### src/rtl/fetch_stage.sv
// Instruction-fetch stage: owns the PC, issues sequential requests to a synchronous
// instruction memory, presents fetched instructions through IF/ID registers, and handles
// execute-stage redirects. A one-entry skid buffer catches the in-flight response when
// decode stalls.
module fetch_stage #(
    parameter int unsigned          PC_WIDTH = 32,
    parameter int unsigned          IWIDTH   = 32,
    parameter logic [PC_WIDTH-1:0]  RESET_PC = '0
) (
    input  logic                fs_i_clk,
    input  logic                fs_i_rst,
    input  logic                fs_i_stall,
    input  logic                fs_i_change_pc,
    input  logic [PC_WIDTH-1:0] fs_i_alu_pc,
    output logic                fs_o_imem_req,
    output logic [PC_WIDTH-1:0] fs_o_imem_addr,
    input  logic [IWIDTH-1:0]   fs_i_imem_instr,
    output logic [IWIDTH-1:0]   fs_o_instr,
    output logic [PC_WIDTH-1:0] fs_o_pc,
    output logic                fs_o_ce,
    output logic                fs_o_flush,
    output logic                fs_o_misalign
);

    typedef enum logic [1:0] {
        StBoot,
        StRun,
        StHold
    } state_e;

    state_e                state_q, state_d;
    logic [PC_WIDTH-1:0]   pc_q, pc_d;
    logic                  inflight_q, inflight_d;
    logic [PC_WIDTH-1:0]   inflight_pc_q, inflight_pc_d;
    logic                  skid_v_q, skid_v_d;
    logic [IWIDTH-1:0]     skid_instr_q, skid_instr_d;
    logic [PC_WIDTH-1:0]   skid_pc_q, skid_pc_d;
    logic [IWIDTH-1:0]     instr_q, instr_d;
    logic [PC_WIDTH-1:0]   out_pc_q, out_pc_d;
    logic                  ce_q, ce_d;
    logic                  misalign_q, misalign_d;
    logic                  req;

    assign req            = (state_q != StBoot) && !fs_i_stall && !fs_i_change_pc;
    assign fs_o_imem_req  = req;
    assign fs_o_imem_addr = pc_q;
    assign fs_o_instr     = instr_q;
    assign fs_o_pc        = out_pc_q;
    assign fs_o_ce        = ce_q;
    assign fs_o_flush     = fs_i_change_pc;
    assign fs_o_misalign  = misalign_q;

    // Next-state logic: redirect first, then the BOOT/RUN/HOLD sequencing.
    always_comb begin
        state_d       = state_q;
        pc_d          = pc_q;
        inflight_d    = req;
        inflight_pc_d = pc_q;
        skid_v_d      = skid_v_q;
        skid_instr_d  = skid_instr_q;
        skid_pc_d     = skid_pc_q;
        instr_d       = instr_q;
        out_pc_d      = out_pc_q;
        ce_d          = ce_q;
        misalign_d    = 1'b0;

        if (req) begin
            pc_d = pc_q + PC_WIDTH'(4);
        end

        if (fs_i_change_pc) begin
            // The response arriving now is wrong-path; drop it and any skidded entry.
            pc_d       = {fs_i_alu_pc[PC_WIDTH-1:2], 2'b00};
            misalign_d = |fs_i_alu_pc[1:0];
            skid_v_d   = 1'b0;
            ce_d       = 1'b0;
            state_d    = (state_q == StBoot) ? StBoot : StRun;
        end else begin
            case (state_q)
                StBoot: begin
                    state_d = StRun;
                end
                StRun: begin
                    if (!fs_i_stall) begin
                        if (inflight_q) begin
                            instr_d  = fs_i_imem_instr;
                            out_pc_d = inflight_pc_q;
                            ce_d     = 1'b1;
                        end else begin
                            ce_d = 1'b0;
                        end
                    end else if (inflight_q) begin
                        // Decode is frozen but memory still answers: park the response.
                        skid_v_d     = 1'b1;
                        skid_instr_d = fs_i_imem_instr;
                        skid_pc_d    = inflight_pc_q;
                        state_d      = StHold;
                    end
                end
                StHold: begin
                    if (!fs_i_stall) begin
                        instr_d  = skid_instr_q;
                        out_pc_d = skid_pc_q;
                        ce_d     = skid_v_q;
                        skid_v_d = 1'b0;
                        state_d  = StRun;
                    end
                end
                default: begin
                    state_d = StBoot;
                end
            endcase
        end
    end

    // State and IF/ID registers.
    always_ff @(posedge fs_i_clk or posedge fs_i_rst) begin
        if (fs_i_rst) begin
            state_q       <= StBoot;
            pc_q          <= RESET_PC;
            inflight_q    <= 1'b0;
            inflight_pc_q <= '0;
            skid_v_q      <= 1'b0;
            skid_instr_q  <= '0;
            skid_pc_q     <= '0;
            instr_q       <= '0;
            out_pc_q      <= '0;
            ce_q          <= 1'b0;
            misalign_q    <= 1'b0;
        end else begin
            state_q       <= state_d;
            pc_q          <= pc_d;
            inflight_q    <= inflight_d;
            inflight_pc_q <= inflight_pc_d;
            skid_v_q      <= skid_v_d;
            skid_instr_q  <= skid_instr_d;
            skid_pc_q     <= skid_pc_d;
            instr_q       <= instr_d;
            out_pc_q      <= out_pc_d;
            ce_q          <= ce_d;
            misalign_q    <= misalign_d;
        end
    end

endmodule

### config.mk
export PLATFORM = sky130hd
export DESIGN_NAME = fetch_stage
export DESIGN_NICKNAME = d
export VERILOG_FILES = /design/src/rtl/fetch_stage.sv
export SDC_FILE = /design/constraint.sdc
export NUM_CORES = 1
export LEC_CHECK = 0
export CORE_ASPECT_RATIO = 0.9
export CORE_MARGIN = 4
export CORE_UTILIZATION = 46
export DETAILED_ROUTE_END_ITERATION = 6
export GPL_ROUTABILITY_DRIVEN = 0
export GPL_TIMING_DRIVEN = 0
export HOLD_SLACK_MARGIN = 0.12
export PLACE_DENSITY = 0.82
export SLEW_MARGIN = 10
export SYNTH_ARGS = -nofsm -noshare
export SYNTH_HDL_FRONTEND = slang
export SYNTH_SLANG_ARGS = --single-unit
### constraint.sdc
create_clock -name fs_i_clk -period 6 [get_ports fs_i_clk]
set_input_delay 0.6 -clock fs_i_clk [delete_from_list [all_inputs] [get_ports fs_i_clk]]
set_output_delay 0.6 -clock fs_i_clk [all_outputs]
set_load 0.05 [all_outputs]
# Word-level counts from Yosys, hierarchy flattened
# Cells that the tools add are included.
totals:
  in_bits: 68
  word_cells: 64
  out_inout_bits: 100
  regBits: 198
classes:
  muxes: 27
  bitwise: 1
  addsub: 1
  reduce_logical: 15
  eq_ne: 9
ops:
  columns: ["cell", "count"]
  rows:
  - ["$mux W32", 8]
  - ["$pmux W32 S2", 2]
  - ["$add A32 B3 Y32 const B", 1]
  - ["$ne A3 B3 Y1 const B", 4]
  - ["$mux W1", 10]
  - ["$mux W2", 4]
  - ["$reduce_and A4 Y1", 2]
  - ["$ne A2 B2 Y1 const B", 3]
  - ["$pmux W2 S3", 1]
  - ["$reduce_and A3 Y1", 2]
  - ["$reduce_bool A2 Y1", 3]
  - ["$reduce_and A5 Y1", 1]
  - ["$pmux W1 S2", 2]
  - ["$reduce_bool A3 Y1", 1]
  - ["$eq A2 B1 Y1 const B", 1]
  - ["$eq A2 B2 Y1 const B", 1]
  - ["$logic_and A1 B1 Y1", 2]
  - ["$logic_not A1 Y1", 2]
  - ["$logic_not A2 Y1", 1]
  - ["$reduce_or A2 Y1", 1]
  - ["$not A1 Y1", 1]

# Logic depth before layout (Yosys ltp)
# Gate-level depths: netlist of the first run.
depth:
  word_depth: 5
  ltp_mapped: 7
  ltp_nobuf: 6

# Worst setup path before layout of the first run
# Ideal clock, no wire load.
synth_timing:
  kind: "input -> output"
  startpoint: "input fs_i_change_pc"
  endpoint: "output fs_o_imem_req"
  slack_ps: 3555
  n_path_buf: 3
  path_stages: 4
  arrival_time_ps: 1845
  path_cell_list: "clkbuf_1 > clkbuf_1 > buf_1 > nor2_1"
synth_between:
  elab_chain_len: 2
synth_rtl:
  columns: ["item", "line_no", "source"]
  rows:
  - ["from (decl)", "13", "input logic fs_i_change_pc,"]
  - ["$logic_not A1 Y1", "44", "assign req = (state_q != StBoot) && !fs_i_stall && !fs_i_change_pc;"]
  - ["$logic_and A1 B1 Y1", "44", null]
  - ["to (decl)", "15", "output logic fs_o_imem_req,"]
# Every way passes these cells.

# Worst setup path after layout of the first run
# Ends and elaborated chain as after synthesis.

==> run metrics, run 1 <==
Setup WS pre-CTS=2730 ps; Via density=5.21; CTS Buf Count=17; power density over the cells=390 nW/um2; Seq cells post-synth=190; Commonest cells post-synth=dfrtp_1 (190), nand2_1 (101), o21ai_0 (84); mean post-synth cell area=12.0 um2; DRC=0; worst r2r src=state_q[0]; initial drt markers=290; die area=19400 um2; reg2reg end=fs_o_pc[17]; Post-CTS Setup Inserts=0; Post-synth EDFFs=0; final worst path period share=0.551; Initial Util=0.470; 1st-pass router iterations=5; Final Cell Area=10500 um2; total power=4.08 mW; crit path kind=in2out; share of post-route cells with drive strength above 1=0.156; drt wl/cell=17.4 um; Clock transition at path regs=60 ps; Cell Rows=45; final worst slack=2690 ps; Syn Inst Count=660; root buffer cell=clkbuf_16; Detailed Place HPWL=13000 um; Antenna Nets Post-Route=0; Port Buffers=161; distinct cell type count after synthesis=41; synth top area cells=dfrtp_1 (60%), mux2_2 (8.9%), mux2i_1 (7.9%); # clock sinks=190; ys flop type=dfrtp_1; VDD IR max=0.195 mV; CP Max Fanout=10; routed vias=5553; FF+latch area=4750 um2; vias in the first global route=5434; crit path DAT=2710 ps; Final min period=3310 ps; post-CTS sizing=0; Die H=133 um; CTS Buffer Depth=2; Synth area leader=dfrtp_1; die width=146 um; Yosys top cell area share=0.599; clk_lat worst skew=430 ps; maximum clock rate=0.302 GHz; ys async rst share=1.00; hold crit path type=reg2reg; n_diodes=0; Clock Skews=7.71 ps; count leader, synth=dfrtp_1; area grow syn2layout=31.7%; endpoints failing setup=0; Required @ worst endpoint=5400 ps; RSZ-0062 raised after global routing=false; IO Pins=168; min-delay src=fs_o_imem_addr[24]; H-tree levels=4; CTS tree=yes; Multi-input gate area=2950 um2; Slew headroom=0.483; final wirelength=18600 um; r2r setup slk=3840 ps; R2R cell count=7; placed inst area=9860 um2; number of fillers in the final layout=1315; Hold Fails Final Rpt=0; gr usage total=0.193; Yosys Warn Count=0; largest net degree at the start of global routing=113; Min-Delay Endpoint=inflight_pc_q[24]; worst hold path depth=0; crit path capture type=output port; Slew @ Worst Pin=776 ps; mapped cell area=7940 um2; first-pass GRT wire length=29500 um; P_leak=4.63 nW; final slew viol count=0; status=complete, no violations; sequential element share of the synthesized area=0.599; initial antenna violation count=0; total grt overflow=0; Max Cap Viol=0; nets=913; CP Launch Type=input pin; core area=16900 um2; hold_buf cts=0
## cell type report
type,instances,share of cell area
Clock buffer,20,0.0437
Inverter,4,0.00215
Sequential cell,190,0.455
Multi-Input combinational cell,426,0.283
Clock inverter,10,0.0132
Timing Repair Buffer,162,0.157
Buffer,43,0.0213
Tap cell,211,0.0253
## stage by stage
step                utilization  TNS (ps)  hold WS [ps]  instances
floorplan                     -         0           479        663
global placement          0.581   -409340           448       1035
detailed placement        0.584         0           447       1036
CTS                       0.619         0           461       1066
global route              0.619         0           483       1066
finish                    0.619         0           463       1066
## power breakdown
group          total [mW]  switching, mW  leakage (nW)  internal [mW]
clock                1.15          0.471         0.289          0.674
combinational        1.20          0.751          1.98          0.447
sequential           1.74          0.172          2.36           1.57
## critical path, stage by stage
cell and delay [ps]:
clkbuf_1 260, clkbuf_1 450, buf_1 490, nor2_1 140
clkdlybuf4s50_1 750
## layer usage
metal	wire length, um	global-route usage
met5	0	0
met4	193	0.0543
met3	899	0.0387
met2	8920	0.306
met1	8570	0.273
## flip-flops by register name (all words and copies together) (netlist names), 2 cells and up
register        flops
fs_o_imem_addr     30
fs_o_instr         32
fs_o_pc            30
inflight_pc_q      30
skid_instr_q       32
skid_pc_q          30
state_q             2
## kinds of logic (layout without fill, tap and decap cells)
logic type / Yosys count / count (layout) / synth area share
AND/OR/NAND/NOR: 164 / 164 / 0.101
flip-flops: 190 / 190 / 0.599
AO/OA/AOI/OAI: 104 / 104 / 0.0692
XOR/XNOR: 27 / 27 / 0.0298
adder cells (fa/ha/maj): 1 / 1 / 0.00158
multiplexers: 126 / 126 / 0.169
buffers and inverters: 47 / 239 / 0.0300
other: 1 / 4 / 0.000473
## cell usage in the layout (no fill, tap or decap), types with 2 or more instances in the layout
cell	instances
dfrtp_1	190
clkdlybuf4s50_1	161
nand2_1	101
o21ai_0	84
mux2i_1	63
mux2_2	63
xor2_1	22
buf_2	19
clkbuf_16	17
clkbuf_1	14
nand3_1	14
nand4_1	12
buf_4	10
nor2_1	10
o21ai_1	10
xnor2_1	5
and3_1	4
conb_1	4
inv_1	3
a21oi_1	3
nor3_1	3
bufinv_16	3
clkinv_2	3
nand2b_1	2
nor2b_1	2
nor2_2	2
nor4_4	2
nor2_4	2
or3_1	2
a31oi_1	2
clkbuf_8	2
inv_6	2
clkinvlp_4	2
## how the worst max path moves through the flow
stage,startpoint,slack [ps],end
2_1_floorplan,fs_i_rst,230,fs_o_ce
3_3_place_gp,fs_i_rst,-2160,fs_o_pc[20]
3_5_place_dp,fs_i_change_pc,2730,fs_o_imem_req
4_1_cts,fs_i_change_pc,2710,fs_o_imem_req
5_1_grt,fs_i_change_pc,2540,fs_o_imem_req
6_report,fs_i_change_pc,2690,fs_o_imem_req
Power figures use the tool's default switching activity.
==> inputs of run 2 (changes only) <==
--- a/config.mk
+++ b/config.mk
@@ -12,7 +12,7 @@
 export GPL_ROUTABILITY_DRIVEN = 0
 export GPL_TIMING_DRIVEN = 0
 export HOLD_SLACK_MARGIN = 0.12
-export PLACE_DENSITY = 0.82
+export PLACE_DENSITY = 0.79
 export SLEW_MARGIN = 10
 export SYNTH_ARGS = -nofsm -noshare
 export SYNTH_HDL_FRONTEND = slang
==> constraint.sdc (replaced) <==
create_clock -name fs_i_clk -period 3.4 [get_ports fs_i_clk]
set_input_delay 0.34 -clock fs_i_clk [delete_from_list [all_inputs] [get_ports fs_i_clk]]
set_output_delay 0.34 -clock fs_i_clk [all_outputs]
set_load 0.05 [all_outputs]
==> run metrics, run 2 (synthesis results as in run 1) <==
setup tns final=0 ps (unchanged); final slew viol count=0 (unchanged); Clock transition at path regs=60 ps (about the same); 1st-pass router iterations=4 (-1); initial antenna violation count=1 (+1); Via density=5.22 (+0.15%); Initial Util=0.470 (unchanged); vias in the first global route=5617 (+3.4%); Slew headroom=0.546 (+0.0635); CTS Buf Count=17 (unchanged); CP Launch Type=input pin; Antenna Nets Post-Route=0 (unchanged); final core occ=0.625 (+0.00667); first-pass GRT wire length=30400 um (+3.1%); Die H=133 um (unchanged); Final min period=2740 ps; Cell Rows=45 (unchanged); IO Pins=168 (unchanged); die area=19400 um2 (unchanged); number of fillers in the final layout=1334 (+1.4%); Multi-input gate area=2950 um2 (unchanged); # clock sinks=190 (unchanged); nets=918 (+0.55%); Port Buffers=161 (unchanged); maximum clock rate=0.365 GHz; P_leak=4.67 nW (+1.0%); total grt overflow=0 (unchanged); largest net degree at the start of global routing=39 (-65%); crit path kind=in2out; H-tree levels=4 (unchanged); root buffer cell=clkbuf_16; status=complete, no violations; Post-CTS Setup Inserts=0 (unchanged); endpoints failing setup=0 (unchanged); Hold Fails Final Rpt=0 (unchanged); Slew @ Worst Pin=675 ps (-101 ps); post-CTS sizing=0 (unchanged); RSZ-0062 raised after global routing=false; Required @ worst endpoint=3060 ps (-2340 ps); core area=16900 um2 (unchanged); crit path capture type=output port; gr usage total=0.199 (+0.00601); VDD IR max=0.362 mV (+86%); Clock Skews=9.16 ps (+1.46 ps); die width=146 um (unchanged); routed vias=5603 (+0.90%); Max Cap Viol=0 (unchanged); CTS tree=yes; CTS Buffer Depth=2 (unchanged); initial drt markers=310 (+6.9%); area grow syn2layout=33.1%; hold crit path type=in2reg; CP Max Fanout=10 (unchanged); most frequent cells in the layout=dfrtp_1 (190), clkdlybuf4s50_1 (161), nand2_1 (101); Detailed Place HPWL=13400 um (+3.3%); share of post-route cells with drive strength above 1=0.164 (+0.00802); clk_lat worst skew=430 ps (about the same); final worst path period share=0.806; final wirelength=18800 um (+1.0%); final non-filler cell total=1074 (+0.75%); # placed instances=1041 (+0.48%); hold_buf cts=0 (unchanged); drt wl/cell=17.5 um (+0.29%); crit path DAT=2400 ps (-310 ps); power density over the cells=684 nW/um2 (+75%); DRC=0 (unchanged); FF+latch area=4750 um2 (unchanged); most common cell after layout, fill and taps aside=dfrtp_1
## run 2: area by class of cell
class	instances	area share
inverter	4	0.00178
timing repair buffer	167	0.165
antenna	1	0.000237
multi-input combinational	426	0.280
clock buffer	19	0.0429
tap	211	0.0250
buffer	43	0.0211
sequential	190	0.450
clock inverter	13	0.0147
## run 2: where the power goes
part           internal, mW  switching, mW
sequential             2.76          0.310
clock                  1.14          0.878
combinational         0.801           1.33
total                  4.70           2.52
## run 2: metrics by stage
stage | instance area (um2) | hold slack (ps) | power, mW | worst slack (ps)
2_1_floorplan | 7950 | 461 | 4.45 | 612
3_3_place_gp | 9830 | 442 | 5.18 | -871
3_5_place_dp | 9950 | 458 | 5.26 | 674
4_1_cts | 10600 | 244 | 7.28 | 668
5_1_grt | 10600 | 286 | 7.55 | 514
6_report | 10600 | 269 | 7.22 | 659
## run 2: worst paths after layout
path,from,end,slack [ps],depth (start not counted)
max reg2reg,state_q[0],fs_o_pc[17],1200,7
max in group asynchronous,fs_i_rst,skid_instr_q[5],2360,4
min,fs_i_stall,state_q[1],270,3
min in group asynchronous,fs_i_rst,fs_o_pc[12],310,2
max,fs_i_change_pc,fs_o_imem_req,660,5
min reg2reg,fs_o_imem_addr[20],inflight_pc_q[20],460,0
## run 2: critical path: stages
cell,delay [ps]
clkbuf_1,250
clkbuf_1,480
buf_1,450
nor2_1,130
clkdlybuf4s50_1,750
## run 2: routing by layer
layer  global-route usage  part of all wire
met5                    0                 0
met4               0.0632             0.013
met3               0.0404             0.043
met2                0.314              0.48
met1                0.279              0.46
